File: config.mk
export PLATFORM = sky130hd
export DESIGN_NAME = fetch_unit
export DESIGN_NICKNAME = d
export VERILOG_FILES = /design/src/rtl/fetch_unit.sv
export SDC_FILE = /design/constraint.sdc
export NUM_CORES = 1
export LEC_CHECK = 0
export BUFFER_PORTS_ARGS = -buffer_cell sky130_fd_sc_hd__buf_2
export CELL_PAD_IN_SITES_DETAIL_PLACEMENT = 1
export CELL_PAD_IN_SITES_GLOBAL_PLACEMENT = 1
export CORE_MARGIN = 4
export CORE_UTILIZATION = 54
export DETAILED_ROUTE_END_ITERATION = 16
export PLACE_DENSITY_LB_ADDON = 0.15
export SLEW_MARGIN = 20
export SYNTH_ARGS = -nofsm -noshare
export SYNTH_HDL_FRONTEND = slang
export SYNTH_SLANG_ARGS = --single-unit
File: constraint.sdc
create_clock -name clock -period 7.03 [get_ports clock]
set_input_delay 1.406 -clock clock [delete_from_list [all_inputs] [get_ports clock]]
set_output_delay 1.406 -clock clock [all_outputs]
set_load 0.01 [all_outputs]
File: src/rtl/fetch_unit.sv
// rtl/fetch_unit.sv - instruction fetch stage: pipelined bus requests, prefetch queue, redirect flush
// Optional macro FETCH_BYPASS_EN: forward a response to the core in the same cycle when the queue is empty
module fetch_unit #(
  parameter int unsigned DEPTH    = 4,
  parameter logic [31:0] RESET_PC = 32'h0000_0000
) (
  input  logic        clock,
  input  logic        reset,
  output logic        imem_req_o,
  output logic [31:0] imem_addr_o,
  input  logic        imem_gnt_i,
  input  logic        imem_rvalid_i,
  input  logic [31:0] imem_rdata_i,
  input  logic        redirect_i,
  input  logic [31:0] redirect_pc_i,
  output logic        inst_valid_o,
  output logic [31:0] inst_o,
  output logic [31:0] inst_pc_o,
  input  logic        inst_ready_i
);

  localparam int PW = $clog2(DEPTH);
  localparam int CW = PW + 1;

  typedef enum logic [1:0] {IDLE, FETCH, FULL} state_t;

  state_t        state;
  state_t        state_n;
  logic [31:0]   fetch_pc;
  logic [CW-1:0] q_count;
  logic [CW-1:0] outs;
  logic [CW-1:0] disc;
  logic [CW-1:0] q_count_n;
  logic [CW-1:0] outs_n;
  logic [CW-1:0] disc_n;
  logic [CW+1:0] credit_sum;
  logic          credit_ok;
  logic [PW-1:0] q_wr;
  logic [PW-1:0] q_rd;
  logic [PW-1:0] pc_wr;
  logic [PW-1:0] pc_rd;
  logic [31:0]   q_data  [DEPTH];
  logic [31:0]   q_pc    [DEPTH];
  logic [31:0]   pc_fifo [DEPTH];
  logic [31:0]   redirect_target;
  logic          acc;
  logic          resp_live;
  logic          drop;
  logic          take;
  logic          q_push;
  logic          q_pop;

  assign redirect_target = redirect_pc_i & ~32'h0000_0003;
  assign imem_addr_o     = fetch_pc;
  assign acc             = imem_req_o && imem_gnt_i;
  // A response with nothing outstanding and nothing to discard is a protocol error and is ignored.
  assign resp_live       = imem_rvalid_i && ((disc != '0) || (outs != '0));
  assign drop            = imem_rvalid_i && (disc != '0);
  assign take            = imem_rvalid_i && (disc == '0) && (outs != '0);
  assign q_pop           = (q_count != '0) && inst_ready_i;

`ifdef FETCH_BYPASS_EN
  logic bypass_hit;
  assign bypass_hit   = take && (q_count == '0) && !redirect_i;
  assign q_push       = take && !(bypass_hit && inst_ready_i);
  assign inst_valid_o = (q_count != '0) || bypass_hit;
  assign inst_o       = bypass_hit ? imem_rdata_i : q_data[q_rd];
  assign inst_pc_o    = bypass_hit ? pc_fifo[pc_rd] : q_pc[q_rd];
`else
  assign q_push       = take;
  assign inst_valid_o = (q_count != '0);
  assign inst_o       = q_data[q_rd];
  assign inst_pc_o    = q_pc[q_rd];
`endif

  // Next counter values and credit; a redirect folds everything in flight into the discard count.
  always_comb begin
    q_count_n = q_count;
    outs_n    = outs;
    disc_n    = disc;
    if (redirect_i) begin
      q_count_n = '0;
      outs_n    = '0;
      disc_n    = outs + disc + CW'(acc) - CW'(resp_live);
    end else begin
      q_count_n = q_count + CW'(q_push) - CW'(q_pop);
      outs_n    = outs + CW'(acc) - CW'(take);
      disc_n    = disc - CW'(drop);
    end
    credit_sum = (CW+2)'(q_count_n) + (CW+2)'(outs_n) + (CW+2)'(disc_n);
    credit_ok  = credit_sum < (CW+2)'(DEPTH);
    if (redirect_i || (state == IDLE)) begin
      state_n = FETCH;
    end else if (credit_ok) begin
      state_n = FETCH;
    end else begin
      state_n = FULL;
    end
  end

  // Fetch FSM, request/credit counters and queue pointers; request is registered from next-state credit.
  always_ff @(posedge clock) begin
    if (reset) begin
      state      <= IDLE;
      imem_req_o <= 1'b0;
      fetch_pc   <= RESET_PC;
      q_count    <= '0;
      outs       <= '0;
      disc       <= '0;
      q_wr       <= '0;
      q_rd       <= '0;
      pc_wr      <= '0;
      pc_rd      <= '0;
    end else begin
      state      <= state_n;
      imem_req_o <= (state_n == FETCH) && credit_ok;
      q_count    <= q_count_n;
      outs       <= outs_n;
      disc       <= disc_n;
      if (redirect_i) begin
        fetch_pc <= redirect_target;
        q_wr     <= '0;
        q_rd     <= '0;
        pc_wr    <= '0;
        pc_rd    <= '0;
      end else begin
        if (acc) begin
          fetch_pc <= fetch_pc + 32'd4;
          pc_wr    <= pc_wr + PW'(1);
        end
        if (take) begin
          pc_rd <= pc_rd + PW'(1);
        end
        if (q_push) begin
          q_wr <= q_wr + PW'(1);
        end
        if (q_pop) begin
          q_rd <= q_rd + PW'(1);
        end
      end
    end
  end

  // Prefetch queue storage; cleared on reset so the head reads zero before the first fetch.
  always_ff @(posedge clock) begin
    if (reset) begin
      for (int i = 0; i < DEPTH; i++) begin
        q_data[i] <= '0;
        q_pc[i]   <= '0;
      end
    end else if (q_push && !redirect_i) begin
      q_data[q_wr] <= imem_rdata_i;
      q_pc[q_wr]   <= pc_fifo[pc_rd];
    end
  end

  // PC of each granted request, consumed in order as responses return.
  always_ff @(posedge clock) begin
    if (acc && !redirect_i) begin
      pc_fifo[pc_wr] <= fetch_pc;
    end
  end

endmodule
==> run_results.csv <==
group,metric,value,unit
run_status,status,"complete, no violations",
critical_path,worstSetupStartpointType,"input port",
cells_and_area,syn2layout_area_growth,14.7,%
cts,cts_tree,"built",
cts,insertion_delay,0.53,ns
synth,synthMuxAreaShare,0.117,
critical_path,cp_num_buf_inv,2,
critical_path,arrival,5.25,ns
job,cap_viol_max_count,0,
power_and_ir_drop,p_leak,7.68,nW
critical_path,path_cells,"buf_2 -> o31ai_1 -> o21ai_0 -> ha_1 -> inv_1 -> fa_1 -> fa_1 -> xnor2_1 -> xnor2_1 -> mux2i_1 -> xnor2_1 -> fa_1 -> fa_1 -> or2_2 -> a21o_1 -> nor2_1",
synth,synth_warnings,0,
route,routed_via_density,5.75,
cells_and_area,final_area,20600,sq um
cells_and_area,multi_input_area,5460,sq um
critical_path,cp_slowest_cell,"fa_1",
floorplan,io-pin-count,168,
critical_path,crit_fanout,2,
floorplan,dieArea,36200,sq um
synth,synth_area_per_cell,16.1,sq um
cts,clock_path_buffers,3,
route,route.detailed.drc,0,
sta,fmax,208,MHz
global_route,antenna_found_initial,0,
power_and_ir_drop,powerDensity,274,nW/um^2
synth,synth_top_family_by_area,"simple AND/OR/NAND/NOR gates",
floorplan,die_h,190,microns
power_and_ir_drop,internal_power,0.00441,W
route,wire_per_inst,23.7,microns
route,vias,9968,
sta,hold_violations,0,
critical_path,slowest_delay,0.51,ns
route,drtIter0Drc,754,
synth,synth_top_area_cell,"edfxtp_1",
min_path,holdCritPathClass,"register to register",
synth,synth_cell_types,51,
cts,cts_hold_buf,0,
placement,dpl_cell_area,19100,sq um
floorplan,core-area,32600,sq um
cts,cts_resized,0,
cells_and_area,seq_area,12100,sq um
critical_path,required,7.48,ns
cells_and_area,mostFrequentLayoutCell,"edfxtp_1",
synth,synth_top_area_frac,0.617,
cts,postCtsSetupRepairBufs,0,
cells_and_area,final_util,0.630,
floorplan,die_w,190,microns
placement,port_buffers,161,
synth,syn-cell-area,17900,sq um
synth,ys_async_sr_fraction,0,
floorplan,num_rows,66,
placement,gp_congestion,0.766,
critical_path,crit_family,"adder cells",
cells_and_area,final.fill_count,2953,
synth,synth_fa_ha_area_frac,0.0176,
global_route,overflow,0,
route,antenna_left,0,
sta,layout_min_cycle_time,4.80,ns
cts,cts-root-buf,"clkbuf_16",
cells_and_area,diodes,0,
synth,synthFlopType,"edfxtp_1",
sta,relSlewSlack,0.306,
critical_path,path_class,"input port to register",
critical_path,cp_common_cell,"fa_1",
power_and_ir_drop,power,0.00564,W
cts,cts.clk_slew.worst_paths,0.06,ns
synth,synthSimpleGateAreaFrac,0.133,
cells_and_area,drive_above_1_share,0.278,
synth,synth_xor_area_frac,0.0191,
global_route,grt_pass1_vias,11100,
placement,dp_hpwl,24200,microns
critical_path,end_kind,"register",
synth,ys_seq_elements,420,
sta,fin_crit_sh,0.683,
cts,cts.sinks,420,
global_route,grt_max_degree,69,
global_route,grtUsageTotal,0.230,
route,first_pass_iters,4,
synth,synth_compound_area_frac,0.0169,
sta,skew,0.0154,ns
power_and_ir_drop,peakVddDrop,0.160,mV
floorplan,start_util,0.550,
power_and_ir_drop,pwr-share-comb,0.072,
synth,synth_edf_count,368,
cells_and_area,final_cell_mix,"edfxtp_1, and2_1, buf_2",
sta,setup_viol,0,
synth,synth.area.top_cells,"edfxtp_1, mux4_2, and2_1",
route,wl,41100,microns
power_and_ir_drop,clockPowerShare,0.418,
power_and_ir_drop,seq_power_share,0.510,
cts,cts-buffers-inserted,44,
global_route,grt_pass1_wl,64600,microns
sta,setup_tns,0,ns
sta,final_max_slew_viol_count,0,
power_and_ir_drop,switching_share,0.217,
cts,htree_levels,2,
sta,grt_setup_unrepaired,"false",
synth,syn_inst,1113,
sta,worstMarginPinSlew,1.04,ns
cells_and_area,nNetsFinal,1351,
synth,synth_seq_area_share,0.675,
power_and_ir_drop,switchingPower,0.00123,W
## registers in the layout, summed over array words and instances (netlist names), named ones only
| name | flops |
|---|---|
| q_data | 128 |
| pc_fifo | 120 |
| q_pc | 120 |
| imem_addr_o | 30 |
| disc | 3 |
| outs | 3 |
| q_count | 3 |
| pc_rd | 2 |
| pc_wr | 2 |
| q_rd | 2 |
| q_wr | 2 |
| imem_req_o | 1 |
## synth_stat cells (2+ instances only)
cell,count
nand4_1,6
inv_1,19
xnor2_1,32
nand2_1,35
a211oi_1,8
fa_1,7
nand2b_1,2
and3_1,69
o21ai_0,11
ha_1,14
a311oi_1,4
a21oi_1,15
clkbuf_2,12
nor2_1,39
and4_1,5
nor3b_4,2
or2_2,7
xor2_1,7
dfxtp_1,52
and2_1,190
mux4_2,92
buf_4,4
and4_2,2
mux2i_1,2
nor2b_1,4
o21bai_1,4
nor4_1,4
nand3_1,8
edfxtp_1,368
nor3_1,8
clkbuf_1,45
or3_1,4
buf_2,14
## cell type report
type | instances | area share
timing repair buffer | 173 | 0.0436
tap | 442 | 0.0269
sequential | 420 | 0.589
inverter | 19 | 0.00347
clock inverter | 24 | 0.0128
clock buffer | 55 | 0.0590
multi-input combinational | 602 | 0.266
## power groups by stage
stage / clock [W] / sequential, W / combinational [W]
6_report: 0.00236 / 0.00288 / 0.000405
5_1_grt: 0.00250 / 0.00289 / 0.000448
4_1_cts: 0.00240 / 0.00288 / 0.000410
3_5_place_dp: 0 / 0.00293 / 0.000404
3_3_place_gp: 0 / 0.00292 / 0.000391
2_1_floorplan: 0 / 0.00291 / 0.000256
## layer usage
metal | GRT usage | vias up | part of all wire
met1 | 0.312 | 5163 | 0.43
li1 | - | 4463 | -
met5 | 0 | - | 0
met4 | 0.0470 | 0 | 0.016
met3 | 0.0312 | 53 | 0.044
met2 | 0.405 | 289 | 0.51
## kinds of logic (layout without fill, tap and decap cells)
| logic type | Yosys count | after routing |
|---|---|---|
| mux | 94 | 94 |
| buf+inv | 94 | 271 |
| simple gates | 396 | 396 |
| flops | 420 | 420 |
| other cells | 1 | 4 |
| compound gates | 48 | 48 |
| xor+xnor | 39 | 39 |
| fa+ha+maj | 21 | 21 |
## path summary, 6_finish.rpt
check / slack (ns) / from / depth (start not counted) / to
worst max-delay path: 2.23 / imem_rvalid_i / 16 / imem_req_o
worst min-delay path: 0.51 / pc_rd[1] / 2 / pc_rd[1]
worst max register to register: 2.51 / outs[1] / 15 / imem_req_o
worst min register to register: 0.51 / pc_rd[1] / 2 / pc_rd[1]
## through the flow
| step | setup WS [ns] | hold slack (ns) | std cells |
|---|---|---|---|
| finish | 2.23 | 0.510 | 1735 |
| global placement | 1.87 | 0.484 | 1656 |
| global route | 2.01 | 0.552 | 1735 |
| floorplan | 2.18 | 0.469 | 1116 |
| CTS | 2.23 | 0.515 | 1735 |
| detailed placement | 1.72 | 0.504 | 1656 |
## worst min-delay path, stage by stage (launching register included)
cell and delay (ns):
dfxtp_1 0.32, xor2_1 0.08, nor2_1 0.08
Note: power is estimated with default switching activity, not from simulation.
